$ cat config.mk
export PLATFORM = sky130hd
export DESIGN_NAME = vfu_mask_router_flat
export DESIGN_NICKNAME = d
export VERILOG_FILES = /design/src/rtl/vfu_mask_router_if.sv /design/src/rtl/vfu_mask_router.sv /design/src/flat_wrapper.sv
export SDC_FILE = /design/constraint.sdc
export NUM_CORES = 1
export LEC_CHECK = 0
export ABC_AREA = 1
export BUFFER_PORTS_ARGS = -buffer_cell sky130_fd_sc_hd__buf_2
export CAP_MARGIN = 20
export CORE_UTILIZATION = 31
export CTS_CLUSTER_SIZE = 10
export DETAILED_ROUTE_END_ITERATION = 12
export PLACE_DENSITY = 0.71
export SLEW_MARGIN = 15
export SYNTH_ARGS = -nofsm -noshare
export SYNTH_HDL_FRONTEND = slang
export SYNTH_SLANG_ARGS = --single-unit
export TNS_END_PERCENT = 100
$ cat constraint.sdc
create_clock -name clk_i -period 4.2 [get_ports clk_i]
set_input_delay 0.63 -clock clk_i [delete_from_list [all_inputs] [get_ports clk_i]]
set_output_delay 0.63 -clock clk_i [all_outputs]
set_load 0.05 [all_outputs]
$ cat src/rtl/vfu_mask_router_if.sv
// Bus bundle between the lane's functional units, the mask unit and vfu_mask_router.
// slave  : the router's view (mask beats and operands in, per-FU heads and the registered operand out).
// master : the surrounding lane's view of the same signals.
interface vfu_mask_router_if #(
  parameter int unsigned NrFUs     = 2,
  parameter int unsigned DataWidth = 64
);
  localparam int unsigned MaskW  = DataWidth / 8;
  localparam int unsigned FuIdxW = (NrFUs > 1) ? $clog2(NrFUs) : 1;

  // Mask unit -> FUs
  logic [MaskW-1:0]        mask_i;
  logic [FuIdxW-1:0]       mask_fu_i;
  logic                    mask_valid_i;
  logic                    mask_ready_o;
  logic [NrFUs*MaskW-1:0]  fu_mask_o;
  logic [NrFUs-1:0]        fu_mask_valid_o;
  logic [NrFUs-1:0]        fu_mask_ready_i;

  // FUs -> mask unit
  logic [NrFUs*DataWidth-1:0] fu_mask_operand_i;
  logic [NrFUs-1:0]           fu_mask_operand_valid_i;
  logic [NrFUs-1:0]           fu_mask_operand_ready_o;
  logic [FuIdxW-1:0]          mask_operand_fu_i;
  logic [DataWidth-1:0]       mask_operand_o;
  logic [FuIdxW-1:0]          mask_operand_fu_o;
  logic                       mask_operand_valid_o;
  logic                       mask_operand_ready_i;

  // Status
  logic [NrFUs-1:0]        fu_mask_expected_i;
  logic                    mask_expected_o;
  logic                    illegal_fu_o;

  modport slave (
    input  mask_i, mask_fu_i, mask_valid_i, fu_mask_ready_i,
           fu_mask_operand_i, fu_mask_operand_valid_i, mask_operand_fu_i,
           mask_operand_ready_i, fu_mask_expected_i,
    output mask_ready_o, fu_mask_o, fu_mask_valid_o, fu_mask_operand_ready_o,
           mask_operand_o, mask_operand_fu_o, mask_operand_valid_o,
           mask_expected_o, illegal_fu_o
  );

  modport master (
    output mask_i, mask_fu_i, mask_valid_i, fu_mask_ready_i,
           fu_mask_operand_i, fu_mask_operand_valid_i, mask_operand_fu_i,
           mask_operand_ready_i, fu_mask_expected_i,
    input  mask_ready_o, fu_mask_o, fu_mask_valid_o, fu_mask_operand_ready_o,
           mask_operand_o, mask_operand_fu_o, mask_operand_valid_o,
           mask_expected_o, illegal_fu_o
  );
endinterface

$ cat src/rtl/vfu_mask_router.sv
// Routes mask beats from the mask unit into one FIFO per functional unit, and
// registers the operand of the FU selected by the mask unit through a one-entry stage.
// Ports:
//   clk_i   : clock, rising edge
//   rst_i   : asynchronous active-high reset
//   flush_i : synchronous clear of all FIFOs and the operand stage
//   bus     : vfu_mask_router_if.slave (mask beats, per-FU heads, operand stream, status)
module vfu_mask_router #(
  parameter int unsigned NrFUs          = 2,
  parameter int unsigned MaskQueueDepth = 2,
  parameter int unsigned DataWidth      = 64
) (
  input  logic                 clk_i,
  input  logic                 rst_i,
  input  logic                 flush_i,
  vfu_mask_router_if.slave     bus
);
  localparam int unsigned MaskW  = DataWidth / 8;
  localparam int unsigned FuIdxW = (NrFUs > 1) ? $clog2(NrFUs) : 1;
  localparam int unsigned PtrW   = $clog2(MaskQueueDepth);
  localparam int unsigned CntW   = PtrW + 1;

  typedef logic [MaskW-1:0] mask_beat_t;

  mask_beat_t      mem_q    [NrFUs][MaskQueueDepth];
  mask_beat_t      mem_d    [NrFUs][MaskQueueDepth];
  logic [PtrW-1:0] wr_ptr_q [NrFUs];
  logic [PtrW-1:0] wr_ptr_d [NrFUs];
  logic [PtrW-1:0] rd_ptr_q [NrFUs];
  logic [PtrW-1:0] rd_ptr_d [NrFUs];
  logic [CntW-1:0] cnt_q    [NrFUs];
  logic [CntW-1:0] cnt_d    [NrFUs];

  logic [NrFUs-1:0] full, not_empty, push, pop;
  logic             mask_legal, dest_full, mask_ready, mask_accept;
  logic             illegal_q, illegal_d;

  logic [DataWidth-1:0] op_data_q, op_data_d;
  logic [FuIdxW-1:0]    op_fu_q, op_fu_d;
  logic                 op_valid_q, op_valid_d;
  logic                 op_load, op_sel_legal, op_sel_valid, op_hs;
  logic [DataWidth-1:0] op_sel_data;

  // FIFO status and ingress decode; ready deliberately ignores a same-cycle pop
  always_comb begin
    full        = '0;
    not_empty   = '0;
    dest_full   = 1'b0;
    push        = '0;
    pop         = '0;
    mask_legal  = 32'(bus.mask_fu_i) < NrFUs;
    for (int unsigned f = 0; f < NrFUs; f++) begin
      full[f]      = cnt_q[f] == CntW'(MaskQueueDepth);
      not_empty[f] = cnt_q[f] != CntW'(0);
      if (FuIdxW'(f) == bus.mask_fu_i) dest_full = full[f];
    end
    mask_ready  = !flush_i && (!mask_legal || !dest_full);
    mask_accept = bus.mask_valid_i && mask_ready;
    for (int unsigned f = 0; f < NrFUs; f++) begin
      push[f] = mask_accept && mask_legal && (FuIdxW'(f) == bus.mask_fu_i);
      pop[f]  = not_empty[f] && bus.fu_mask_ready_i[f];
    end
    // Out-of-range beats are swallowed and reported one cycle later
    illegal_d = mask_accept && !mask_legal;
  end

  // Per-FU FIFO next state: pointers wrap naturally since depth is a power of two
  always_comb begin
    mem_d    = mem_q;
    wr_ptr_d = wr_ptr_q;
    rd_ptr_d = rd_ptr_q;
    cnt_d    = cnt_q;
    for (int unsigned f = 0; f < NrFUs; f++) begin
      if (flush_i) begin
        wr_ptr_d[f] = '0;
        rd_ptr_d[f] = '0;
        cnt_d[f]    = '0;
      end else begin
        if (push[f]) begin
          mem_d[f][wr_ptr_q[f]] = bus.mask_i;
          wr_ptr_d[f]           = wr_ptr_q[f] + PtrW'(1);
        end
        if (pop[f]) rd_ptr_d[f] = rd_ptr_q[f] + PtrW'(1);
        case ({push[f], pop[f]})
          2'b10:   cnt_d[f] = cnt_q[f] + CntW'(1);
          2'b01:   cnt_d[f] = cnt_q[f] - CntW'(1);
          default: cnt_d[f] = cnt_q[f];
        endcase
      end
    end
  end

  // Operand stage: select the FU the mask unit waits on and load when the stage can accept
  always_comb begin
    op_data_d    = op_data_q;
    op_fu_d      = op_fu_q;
    op_valid_d   = op_valid_q;
    op_sel_valid = 1'b0;
    op_sel_data  = '0;
    op_load      = op_valid_q ? bus.mask_operand_ready_i : 1'b1;
    op_sel_legal = 32'(bus.mask_operand_fu_i) < NrFUs;
    for (int unsigned f = 0; f < NrFUs; f++) begin
      if (FuIdxW'(f) == bus.mask_operand_fu_i) begin
        op_sel_valid = bus.fu_mask_operand_valid_i[f];
        op_sel_data  = bus.fu_mask_operand_i[f*DataWidth +: DataWidth];
      end
    end
    // Held low while in reset so no FU sees a consume that the stage will not keep
    op_hs = op_load && op_sel_valid && op_sel_legal && !flush_i && !rst_i;
    if (flush_i) begin
      op_valid_d = 1'b0;
    end else if (op_hs) begin
      op_data_d  = op_sel_data;
      op_fu_d    = bus.mask_operand_fu_i;
      op_valid_d = 1'b1;
    end else if (op_valid_q && bus.mask_operand_ready_i) begin
      op_valid_d = 1'b0;
    end
  end

  // Output drive
  always_comb begin
    bus.fu_mask_o               = '0;
    bus.fu_mask_operand_ready_o = '0;
    for (int unsigned f = 0; f < NrFUs; f++) begin
      bus.fu_mask_o[f*MaskW +: MaskW] = mem_q[f][rd_ptr_q[f]];
      bus.fu_mask_operand_ready_o[f]  = op_hs && (FuIdxW'(f) == bus.mask_operand_fu_i);
    end
    bus.fu_mask_valid_o      = not_empty;
    bus.mask_ready_o         = mask_ready;
    bus.mask_operand_o       = op_data_q;
    bus.mask_operand_fu_o    = op_fu_q;
    bus.mask_operand_valid_o = op_valid_q;
    bus.illegal_fu_o         = illegal_q;
    // Pending beats still count as expected mask traffic for the spill register
    bus.mask_expected_o      = (|bus.fu_mask_expected_i) || (|not_empty);
  end

  // State registers
  always_ff @(posedge clk_i or posedge rst_i) begin
    if (rst_i) begin
      for (int unsigned f = 0; f < NrFUs; f++) begin
        for (int unsigned e = 0; e < MaskQueueDepth; e++) mem_q[f][e] <= '0;
        wr_ptr_q[f] <= '0;
        rd_ptr_q[f] <= '0;
        cnt_q[f]    <= '0;
      end
      illegal_q  <= 1'b0;
      op_data_q  <= '0;
      op_fu_q    <= '0;
      op_valid_q <= 1'b0;
    end else begin
      mem_q      <= mem_d;
      wr_ptr_q   <= wr_ptr_d;
      rd_ptr_q   <= rd_ptr_d;
      cnt_q      <= cnt_d;
      illegal_q  <= illegal_d;
      op_data_q  <= op_data_d;
      op_fu_q    <= op_fu_d;
      op_valid_q <= op_valid_d;
    end
  end
endmodule
$ cat src/flat_wrapper.sv
// flat-port wrapper written by rule: the top's interface ports become plain ports
module vfu_mask_router_flat 
#(
  parameter int unsigned NrFUs          = 2,
  parameter int unsigned MaskQueueDepth = 2,
  parameter int unsigned DataWidth      = 64
)
  (clk_i, rst_i, flush_i, bus_mask_i, bus_mask_fu_i, bus_mask_valid_i, bus_fu_mask_ready_i, bus_fu_mask_operand_i, bus_fu_mask_operand_valid_i, bus_mask_operand_fu_i, bus_mask_operand_ready_i, bus_fu_mask_expected_i, bus_mask_ready_o, bus_fu_mask_o, bus_fu_mask_valid_o, bus_fu_mask_operand_ready_o, bus_mask_operand_o, bus_mask_operand_fu_o, bus_mask_operand_valid_o, bus_mask_expected_o, bus_illegal_fu_o);
  vfu_mask_router_if #(.NrFUs(NrFUs), .DataWidth(DataWidth)) bus_i ();
  input  logic clk_i;
  input  logic rst_i;
  input  logic flush_i;
  input wire logic [$bits(bus_i.mask_i)-1:0] bus_mask_i;
  input wire logic [$bits(bus_i.mask_fu_i)-1:0] bus_mask_fu_i;
  input wire logic [$bits(bus_i.mask_valid_i)-1:0] bus_mask_valid_i;
  input wire logic [$bits(bus_i.fu_mask_ready_i)-1:0] bus_fu_mask_ready_i;
  input wire logic [$bits(bus_i.fu_mask_operand_i)-1:0] bus_fu_mask_operand_i;
  input wire logic [$bits(bus_i.fu_mask_operand_valid_i)-1:0] bus_fu_mask_operand_valid_i;
  input wire logic [$bits(bus_i.mask_operand_fu_i)-1:0] bus_mask_operand_fu_i;
  input wire logic [$bits(bus_i.mask_operand_ready_i)-1:0] bus_mask_operand_ready_i;
  input wire logic [$bits(bus_i.fu_mask_expected_i)-1:0] bus_fu_mask_expected_i;
  output wire logic [$bits(bus_i.mask_ready_o)-1:0] bus_mask_ready_o;
  output wire logic [$bits(bus_i.fu_mask_o)-1:0] bus_fu_mask_o;
  output wire logic [$bits(bus_i.fu_mask_valid_o)-1:0] bus_fu_mask_valid_o;
  output wire logic [$bits(bus_i.fu_mask_operand_ready_o)-1:0] bus_fu_mask_operand_ready_o;
  output wire logic [$bits(bus_i.mask_operand_o)-1:0] bus_mask_operand_o;
  output wire logic [$bits(bus_i.mask_operand_fu_o)-1:0] bus_mask_operand_fu_o;
  output wire logic [$bits(bus_i.mask_operand_valid_o)-1:0] bus_mask_operand_valid_o;
  output wire logic [$bits(bus_i.mask_expected_o)-1:0] bus_mask_expected_o;
  output wire logic [$bits(bus_i.illegal_fu_o)-1:0] bus_illegal_fu_o;
  assign bus_i.mask_i = bus_mask_i;
  assign bus_i.mask_fu_i = bus_mask_fu_i;
  assign bus_i.mask_valid_i = bus_mask_valid_i;
  assign bus_i.fu_mask_ready_i = bus_fu_mask_ready_i;
  assign bus_i.fu_mask_operand_i = bus_fu_mask_operand_i;
  assign bus_i.fu_mask_operand_valid_i = bus_fu_mask_operand_valid_i;
  assign bus_i.mask_operand_fu_i = bus_mask_operand_fu_i;
  assign bus_i.mask_operand_ready_i = bus_mask_operand_ready_i;
  assign bus_i.fu_mask_expected_i = bus_fu_mask_expected_i;
  assign bus_mask_ready_o = bus_i.mask_ready_o;
  assign bus_fu_mask_o = bus_i.fu_mask_o;
  assign bus_fu_mask_valid_o = bus_i.fu_mask_valid_o;
  assign bus_fu_mask_operand_ready_o = bus_i.fu_mask_operand_ready_o;
  assign bus_mask_operand_o = bus_i.mask_operand_o;
  assign bus_mask_operand_fu_o = bus_i.mask_operand_fu_o;
  assign bus_mask_operand_valid_o = bus_i.mask_operand_valid_o;
  assign bus_mask_expected_o = bus_i.mask_expected_o;
  assign bus_illegal_fu_o = bus_i.illegal_fu_o;
  vfu_mask_router #(.NrFUs(NrFUs), .MaskQueueDepth(MaskQueueDepth), .DataWidth(DataWidth)) u_core (.clk_i(clk_i), .rst_i(rst_i), .flush_i(flush_i), .bus(bus_i));
endmodule
# [After elaboration in Yosys (flattened, before gate mapping)]
# Index checks and enable logic that the tools add are counted.
[word_totals] out_inout_bits=89 word_cells=103 ff_bits=106 inputBits=149
[classes] eq_ne=6 muxes=31 bitwise_logic=7 n_addsub=8 magnitude_cmp=6 reduce_logical=32
[op_table] op="64-bit two-way mux" n=1
[op_table] op="8-bit two-way mux" n=8
[op_table] op="16-bit bitwise mux" n=2
[op_table] op="8-bit demux with 1-bit select" n=2
[op_table] op="1-bit logical AND" n=14
[op_table] op="1-bit two-way mux" n=14
[op_table] op="2-bit nonzero test" n=6
[op_table] op="3-bit nonzero test" n=3
[op_table] op="2-bit equality test (second input constant)" n=4
[op_table] op="2-bit greater-or-equal comparator (second input constant)" n=4
[op_table] op="1-bit inverter with 2-bit output" n=4
[op_table] op="2-bit one-hot mux with 2 select lines" n=2
[op_table] op="2-bit AND reduction" n=3
[op_table] op="1-bit adder (second input constant)" n=4
[op_table] op="2-bit by 1-bit adder with 2-bit output (second input constant)" n=2
[op_table] op="2-bit by 1-bit equality test with 1-bit output (second input constant)" n=2
[op_table] op="2-bit by 1-bit less-than comparator with 1-bit output (second input constant)" n=2
[op_table] op="2-bit two-way mux" n=2
[op_table] op="2-bit OR reduction" n=2
[op_table] op="2-bit by 1-bit subtractor with 2-bit output (second input constant)" n=2
[op_table] op="1-bit logical NOT" n=3
[op_table] op="1-bit inverter" n=3
[op_table] op="1-bit logical OR" n=1

# [Longest topological paths before layout]
# Gate-level depths: netlist of run 1.
[logic_depth] word_depth=9 mapped_depth=9 mapped_depth_nobuf=9

# [Least setup slack after synthesis of run 1]
# Ideal clock, no wire load.
[synth_path] kind="input-to-output" startpoint="in rst_i" endpoint="out bus_fu_mask_operand_ready_o[0]" required_time_ns=3.570 slack_ns=-0.324 arrival_time_ns=3.894 stages=4 cell_sequence="inv_1 > nand3_1 > nor2_1 > buf_2"
[synth_via] elab_chain_len=3
[synth_lines] element="start, declared" line_no="flat_wrapper.sv:11" source="input logic rst_i;"
[synth_lines] element="1-bit logical NOT" line_no="vfu_mask_router.sv:109" source="op_hs = op_load && op_sel_valid && op_sel_legal && !flush_i && !rst_i;"
[synth_lines] element="1-bit logical AND" line_no="vfu_mask_router.sv:109"
[synth_lines] element="1-bit logical AND" line_no="vfu_mask_router.sv:127" source="bus.fu_mask_operand_ready_o[f] = op_hs && (FuIdxW'(f) == bus.mask_operand_fu_i);"
[synth_lines] element="end, declared" line_no="flat_wrapper.sv:25" source="output wire logic [$bits(bus_i.fu_mask_operand_ready_o)-1:0] bus_fu_mask_operand_ready_o;"
# Every way passes these cells.

# [Worst setup path after layout of run 1]
[layout_path] startpoint="in flush_i" endpoint="out bus_fu_mask_operand_ready_o[0]"
[layout_via] elab_chain_len=4
[layout_lines] element="start, declared" line_no="flat_wrapper.sv:12" source="input logic flush_i;"
[layout_lines] element="1-bit logical NOT" line_no="vfu_mask_router.sv:109"
[layout_lines] element="1-bit logical AND (2 in series)" line_no="vfu_mask_router.sv:109"
[layout_lines] element="1-bit logical AND" line_no="vfu_mask_router.sv:127"
# Every way passes these cells.

==> results of run 1 <==
[layer usage]
metal	routed length [um]	GRT usage, %	vias to the layer above
met2	6570	27.8	165
met5	20	0	-
li1	-	-	2337
met1	6330	24.4	2139
met3	869	4.22	22
met4	268	6.80	4
[stage by stage]
stage	power, W	utilization (%)	setup WS [ns]	cells	hold WS, ns
after floorplan	0.00277	-	0.597	597	0.467
after global placement	0.00319	40.1	1.65	995	0.474
after detailed placement	0.00322	40.1	1.60	995	0.476
after CTS	0.00410	42.1	1.62	1011	0.461
after global routing	0.00429	42.2	1.54	1012	0.472
final	0.00406	42.2	1.65	1012	0.478
[power by group through the flow]
stage	combinational [W]	sequential [W]	clock, W
2_1_floorplan	0.000793	0.00197	0
3_3_place_gp	0.00169	0.00150	0
3_5_place_dp	0.00172	0.00150	0
4_1_cts	0.00172	0.00149	0.000897
5_1_grt	0.00182	0.00153	0.000940
6_report	0.00170	0.00149	0.000864
[kinds of logic (layout without fill, tap and decap cells)]
kind of cell	Yosys count	count (layout)	share of synthesized area [%]
AO/OA/AOI/OAI	56	56	5.85
buffers and inverters	59	285	6.09
flip-flops	106	106	55.4
other	1	2	0.0783
AND/OR/NAND/NOR	375	375	32.6
[tightest hold or removal path: cells and delay by family]
| kind | cells | cell delay, ns |
|---|---|---|
| buffers and inverters | 1 | 0.07 |
| AND/OR/NAND/NOR | 2 | 0.09 |
[final timing paths]
kind	end	slack [ns]	depth (start not counted)
setup / recovery	bus_fu_mask_operand_ready_o[0]	1.65	5
max in group asynchronous	u_core.bus.mask_operand_o[56]$_DFFE_PP0P_	2.46	4
hold / removal	u_core.bus.mask_operand_o[32]$_DFFE_PP0P_	0.48	3
setup reg to reg	u_core.bus.mask_operand_o[22]$_DFFE_PP0P_	2.13	8
hold reg to reg	u_core.bus.mask_operand_o[1]$_DFFE_PP0P_	0.49	2
min in group asynchronous	u_core.bus.mask_operand_o[49]$_DFFE_PP0P_	0.49	3
[sequential cells by signal, indices dropped and copies added, names as in the netlist]
signal	cells
u_core.rd_ptr_q	2
u_core.bus.mask_operand_fu_o	1
u_core.bus.mask_operand_valid_o	1
u_core.mem_q	32
u_core.cnt_q	4
u_core.wr_ptr_q	2
u_core.bus.mask_operand_o	64
[cell type report]
class	count	area [um^2]	share of cell area, %
Sequential cell	106	2650	41.5
Multi-Input combinational cell	432	1870	29.2
Timing Repair Buffer	241	1220	19.1
Clock buffer	11	243	3.80
Tap cell	188	235	3.68
Inverter	28	109	1.70
Clock inverter	5	60.1	0.940
Antenna cell	1	2.50	0.0392
[synthesized netlist by cell type]
library cell and count:
sky130_fd_sc_hd__a21oi_1 3, sky130_fd_sc_hd__buf_1 1, sky130_fd_sc_hd__buf_2 5, sky130_fd_sc_hd__buf_4 13, sky130_fd_sc_hd__buf_6 2, sky130_fd_sc_hd__clkbuf_1 10, sky130_fd_sc_hd__conb_1 1, sky130_fd_sc_hd__dfrtp_1 106
sky130_fd_sc_hd__inv_1 25, sky130_fd_sc_hd__inv_2 3, sky130_fd_sc_hd__nand2_1 281, sky130_fd_sc_hd__nand3_1 72, sky130_fd_sc_hd__nand3_2 2, sky130_fd_sc_hd__nand4_1 6, sky130_fd_sc_hd__nor2_1 6, sky130_fd_sc_hd__nor2_2 2
sky130_fd_sc_hd__nor2_4 3, sky130_fd_sc_hd__o21ai_0 49, sky130_fd_sc_hd__o21ai_1 4, sky130_fd_sc_hd__or2_2 2, sky130_fd_sc_hd__or4_1 1
==> summary.txt, run 1 <==
Placed design
  • Half-perimeter wire length after placement: 10,200 um
  • Placed cell area: 6080 um^2
  • GP Congestion: 0.786
  • Port-buffer cells: 236

Clock tree
  • Root buf cell: sky130_fd_sc_hd__clkbuf_16
  • Clock latency on the worst-skew pair: 0.35 ns
  • TritonCTS clock tree: built
  • CTS buffer count: 9
  • Hold bufs inserted after CTS: 0
  • H-Tree Level Count: 3
  • Clock Pin Slew Worst Setup and Hold Paths: 0.07 ns
  • CTS resizes: 0
  • Clock Tree Buf Depth: 2
  • CTS sink count: 106
  • Post-CTS repair timing setup buffer count: 0

Hold path
  • Startpoint of the tightest hold check path: bus_fu_mask_operand_i[96]
  • Hold WC Path Type: in -> reg

STA
  • Fraction of the cycle the final worst path needs: 60.6%
  • Total negative slack: 0 ns
  • Transition at the pin with the smallest max-transition slack: 0.824 ns
  • Minimum period implied by the final worst setup slack: 2.55 ns
  • Relative slew margins: 45.1%
  • Fin Clk Skew: 0.00681 ns
  • Setup repair after global routing missed its margin: false
  • Final Max Tran Viols: 0
  • Highest clock rate: 0.393 GHz
  • Count of final hold-check violations: 0
  • Setup-failing EPs final: 0

Die
  • FP Rows: 45
  • Die area: 16,000 um^2
  • Die outline width: 126 um
  • Number of ports placed on the die boundary: 238
  • Placeable core area: 15,100 um^2
  • Vertical extent of the die: 126 um
  • Starting Density: 31.6%

Layout
  • Layout cell share with drive strength beyond 1: 33.0%
  • Filler cells: 1,572
  • Syn-to-layout area delta: 33.3%
  • Commonest cells after routing, fill and taps aside: 281 x sky130_fd_sc_hd__nand2_1, 236 x sky130_fd_sc_hd__buf_2, 106 x sky130_fd_sc_hd__dfrtp_1
  • Number of nets in the final layout: 967
  • Most frequent standard cell in the layout excluding fill and tap cells: sky130_fd_sc_hd__nand2_1
  • Final Cell Area: 6390 um^2

Critical path
  • Maximum fanout along the worst path: 15
  • Required arrival time at the worst endpoint: 3.57 ns
  • CP max-delay cell: sky130_fd_sc_hd__nand3_2
  • Most frequent CP cell: sky130_fd_sc_hd__buf_2
  • Critical path data arrival time: 1.92 ns
  • Ordered list of cells on the worst path: buf_2, inv_1, nand3_2, nor2_4, buf_2
  • Worst path max stage delay: 0.38 ns
  • Critical path start-end classification: in -> out
  • Crit path capture type: output port
  • Critical R2R Launch: u_core.bus.mask_operand_valid_o$_DFFE_PP0P_
  • Nature of the critical path startpoint: input pin
  • Critical path buffers and inverters: 3
  • Gate family responsible for the most delay along the worst path: buffers and inverters
  • Crit path launch: flush_i

Detailed routing
  • Via count: 4,667
  • Detail-routed net length per standard cell: 13.9 um
  • Final wirelength: 14,100 um
  • Number of vias per cell: 4.61
  • Count of unresolved DRC violations after routing: 0
  • Length of the first detailed-routing pass in iterations: 5
  • Detailed router's first-iteration violation count: 390
  • Routed Antenna Nets: 0

Synth
  • Cells taking the most area after synthesis: sky130_fd_sc_hd__dfrtp_1 55%, sky130_fd_sc_hd__nand2_1 22%, sky130_fd_sc_hd__nand3_1 7.5%
  • Flop and latch count out of synthesis: 106
  • Syn Area/Cell: 8.02 um^2
  • Synth Cell Area: 4790 um^2
  • Largest area contributor in the netlist: sky130_fd_sc_hd__dfrtp_1
  • Area share of the largest cell type after synthesis: 55.4%
  • Number of distinct library cells after synthesis: 21
  • Total nets after synthesis: 746
  • Yosys Warn Count: 0
  • Share of synthesized area occupied by flip-flops and latches: 55.4%
  • Number of standard cells after synthesis: 597

Run status
  • Run status: completed

Global route
  • Wire length of the first global-routing pass: 22,300 um
  • Total Routing Usage GR: 18.0%
  • Overflow left after global routing: 0
  • Number of antenna violations at the first check in global routing: 3
  • Maximum number of pins on one net before global-route repair: 65
  • Vias in the first global route: 4,231

Pwr
  • Power share of the combinational group: 41.9%
  • Internal Pwr Total: 0.00221 W
  • Sequential group share of total power: 36.8%
  • Reported leakage power: 3.45 nW
  • Max VDD drop: 0.265 mV
  • Pwr dens: 635 nW/um^2
  • Part of the total power dissipated in the clock network: 21.3%
  • Fraction of power spent switching nets: 45.5%
  • Switching Power: 0.00185 W

Flow run
  • Max Cap Violations: 0
(Power assumes the default switching activity.)
==> run 2: changes to the inputs <==
Settings changed: ABC_AREA 1 to 0, PLACE_DENSITY 0.71 to 0.7.
Clock period 4.2 ns to 2.2 ns, I/O delays scaled along.
==> run 2 against run 1 <==
Against the previous run:
- largest cell class unchanged
- non-clock buffer count is 1 higher
- largest power group is now sequential cells
- critical path type is now reg -> out
- combinational power increased by 54%
- core utilization rose by 0.41 points
- routed wire length is 13% lower
- total power grew 67%
- first-iteration DRC count fell by 72%
- via count fell by 20%
- area after synthesis increased by 7.0%
- die area increased by 6.9%
- count of clock-buffer cells in the layout down 1
- setup slack worse by 1.5 ns
==> summary.txt, run 2 <==
Run status
  • Run status: completed

Global route
  • Overflow left after global routing: 0
  • Number of antenna violations at the first check in global routing: 0
  • Wire length of the first global-routing pass: 18,600 um
  • Maximum number of pins on one net before global-route repair: 67
  • Total Routing Usage GR: 14.4%
  • Vias in the first global route: 3,815

Detailed routing
  • Number of vias per cell: 4.59
  • Detail-routed net length per standard cell: 15.0 um
  • Final wirelength: 12,200 um
  • Count of unresolved DRC violations after routing: 0
  • Routed Antenna Nets: 0
  • Length of the first detailed-routing pass in iterations: 4
  • Via count: 3,729
  • Detailed router's first-iteration violation count: 109

STA
  • Final Max Tran Viols: 0
  • Highest clock rate: 0.477 GHz
  • Relative slew margins: 51.0%
  • Transition at the pin with the smallest max-transition slack: 0.735 ns
  • Total negative slack: 0 ns
  • Setup repair after global routing missed its margin: false
  • Fin Clk Skew: 0.00720 ns
  • Count of final hold-check violations: 0
  • Setup-failing EPs final: 0
  • Minimum period implied by the final worst setup slack: 2.09 ns
  • Fraction of the cycle the final worst path needs: 95.2%

Synth
  • Most frequent cell after synthesis: sky130_fd_sc_hd__dfrtp_1
  • Number of standard cells after synthesis: 361
  • Post-synth EDFFs: 0
  • Yosys Warn Count: 0
  • Cells taking the most area after synthesis: sky130_fd_sc_hd__dfrtp_1 52%, sky130_fd_sc_hd__mux2_1 21%, sky130_fd_sc_hd__mux2_2 18%
  • Flop and latch count out of synthesis: 106
  • Number of distinct library cells after synthesis: 31
  • Largest area contributor in the netlist: sky130_fd_sc_hd__dfrtp_1
  • Share of synthesized area occupied by flip-flops and latches: 51.7%
  • Area share of the largest cell type after synthesis: 51.7%
  • Most numerous cell types in the synthesized netlist: 106 x sky130_fd_sc_hd__dfrtp_1, 96 x sky130_fd_sc_hd__mux2_1, 81 x sky130_fd_sc_hd__mux2_2, 8 x sky130_fd_sc_hd__clkbuf_1, 7 x sky130_fd_sc_hd__nor2_1
  • Fraction of registers with async set or reset after synthesis: 100%
  • Syn Area/Cell: 14.2 um^2
  • Total nets after synthesis: 510
  • Synth Cell Area: 5130 um^2
  • Dominant register cell in the synthesized netlist: sky130_fd_sc_hd__dfrtp_1

Die
  • Number of ports placed on the die boundary: 238
  • Starting Density: 32.0%
  • Placeable core area: 16,000 um^2
  • Die area: 17,100 um^2
  • Vertical extent of the die: 131 um
  • FP Rows: 46
  • Die outline width: 131 um

Critical path
  • Nature of the critical path startpoint: flop
  • Critical path data arrival time: 1.76 ns
  • Ordered list of cells on the worst path: nor2b_1, or3_1, nor3b_2, clkbuf_4
  • Worst path max stage delay: 0.40 ns
  • R2R cell count: 4
  • Maximum fanout along the worst path: 4
  • CP max-delay cell: sky130_fd_sc_hd__or3_1
  • Reg-to-reg slack, setup: 0.24 ns
  • Required arrival time at the worst endpoint: 1.87 ns
  • Worst reg2reg endpoint: u_core.bus.mask_operand_o[44]$_DFFE_PP0P_
  • Crit path launch: u_core.bus.mask_operand_valid_o$_DFFE_PP0P_
  • Critical path start-end classification: reg -> out
  • Crit path capture type: output port
  • Critical path capture point: bus_fu_mask_operand_ready_o[0]
  • Critical R2R Launch: u_core.bus.mask_operand_valid_o$_DFFE_PP0P_

Pwr
  • Pwr dens: 995 nW/um^2
  • Reported leakage power: 3.27 nW
  • Max VDD drop: 0.497 mV

Clock tree
  • CTS buffer count: 9
  • TritonCTS clock tree: built
  • Clock latency on the worst-skew pair: 0.35 ns
  • Clock Pin Slew Worst Setup and Hold Paths: 0.07 ns
  • Post-CTS repair timing setup buffer count: 0
  • CTS resizes: 0
  • CTS sink count: 106
  • Root buf cell: sky130_fd_sc_hd__clkbuf_16
  • Hold bufs inserted after CTS: 0
  • Clock Tree Buf Depth: 2
  • H-Tree Level Count: 3

Layout
  • Filler cells: 1,542
  • Syn-to-layout area delta: 32.9%
  • Commonest cells after routing, fill and taps aside: 235 x sky130_fd_sc_hd__buf_2, 106 x sky130_fd_sc_hd__dfrtp_1, 96 x sky130_fd_sc_hd__mux2_1
  • Final Cell Area: 6810 um^2
  • Max reg flops: 64
  • Number of nets in the final layout: 741
  • Layout cell share with drive strength beyond 1: 57.3%
  • Final antenna diode count: 0
  • Most frequent standard cell in the layout excluding fill and tap cells: sky130_fd_sc_hd__buf_2

Placed design
  • Port-buffer cells: 236
  • Half-perimeter wire length after placement: 9470 um
  • Placed cell area: 6520 um^2
  • GP Congestion: 0.782

Flow run
  • Max Cap Violations: 0

Hold path
  • Hold WC Path Type: in -> async
run 2: report_power, final:
part	total (W)	switching [W]	internal, W
Combinational	0.00262	0.00187	0.000755
Clock	0.00153	0.000735	0.000794
Sequential	0.00262	0.000228	0.00240
run 2: worst min-delay path by stage:
| stage | startpoint | end | slack (ns) |
|---|---|---|---|
| after global routing | bus_mask_i[0] | u_core.mem_q[16]$_DFFE_PP0P_ | 0.22 |
| after global placement | u_core.mem_q[0]$_DFFE_PP0P_ | u_core.mem_q[0]$_DFFE_PP0P_ | 0.46 |
| final | rst_i | u_core.bus.mask_operand_valid_o$_DFFE_PP0P_ | 0.20 |
| after CTS | rst_i | u_core.bus.mask_operand_valid_o$_DFFE_PP0P_ | 0.21 |
| after floorplan | bus_fu_mask_ready_i[0] | u_core.cnt_q[3]$_DFFE_PP0P_ | 0.43 |
| after detailed placement | u_core.mem_q[5]$_DFFE_PP0P_ | u_core.mem_q[5]$_DFFE_PP0P_ | 0.47 |
run 2: final cells by class:
cell class              instances  area [um^2]  area share, %
clock buffers                  10          229           3.36
clock inverters                 6         57.6          0.845
inverters                       4         18.8          0.275
multi-input cells             229         2330           34.2
flip-flops and latches        106         2650           38.9
well taps                     216          270           3.97
repair buffers                242         1250           18.4
run 2: cells by family after synthesis:
logic type / share of synthesized area [%]
DFF: 51.7
muxes: 39.1
and+or+nand+nor: 3.64
other: 0.0732
buffers and inverters: 2.90
AOI/OAI and AO/OA: 2.22
xor gates and xnor gates: 0.342
run 2: critical path: cells and delay by family, from the launching register on:
kind | cells | cell delay [ns]
DFF | 1 | 0.38
and+or+nand+nor | 3 | 0.77
buffers and inverters | 1 | 0.26
run 2: metal layers:
metal  routed length [um]  part of all wire [%]  up-vias  track usage, %
li1                     -                     -     1770               -
met5                    0                     0        -               0
met3                  742                   6.1       14            3.58
met2                 6520                    53      134            27.4
met1                 4830                    39     1811            15.6
met4                  136                   1.1        0            4.12
run 2: through the flow:
stage,setup slack (ns),hold WS [ns],util [%],cells,power [W]
floorplan,0.0422,0.426,-,361,0.00460
global placement,0.230,0.463,40.8,797,0.00524
detailed placement,0.173,0.473,40.8,797,0.00532
CTS,0.0453,0.210,42.6,813,0.00689
global route,0.00635,0.217,42.6,813,0.00715
finish,0.106,0.201,42.6,813,0.00678
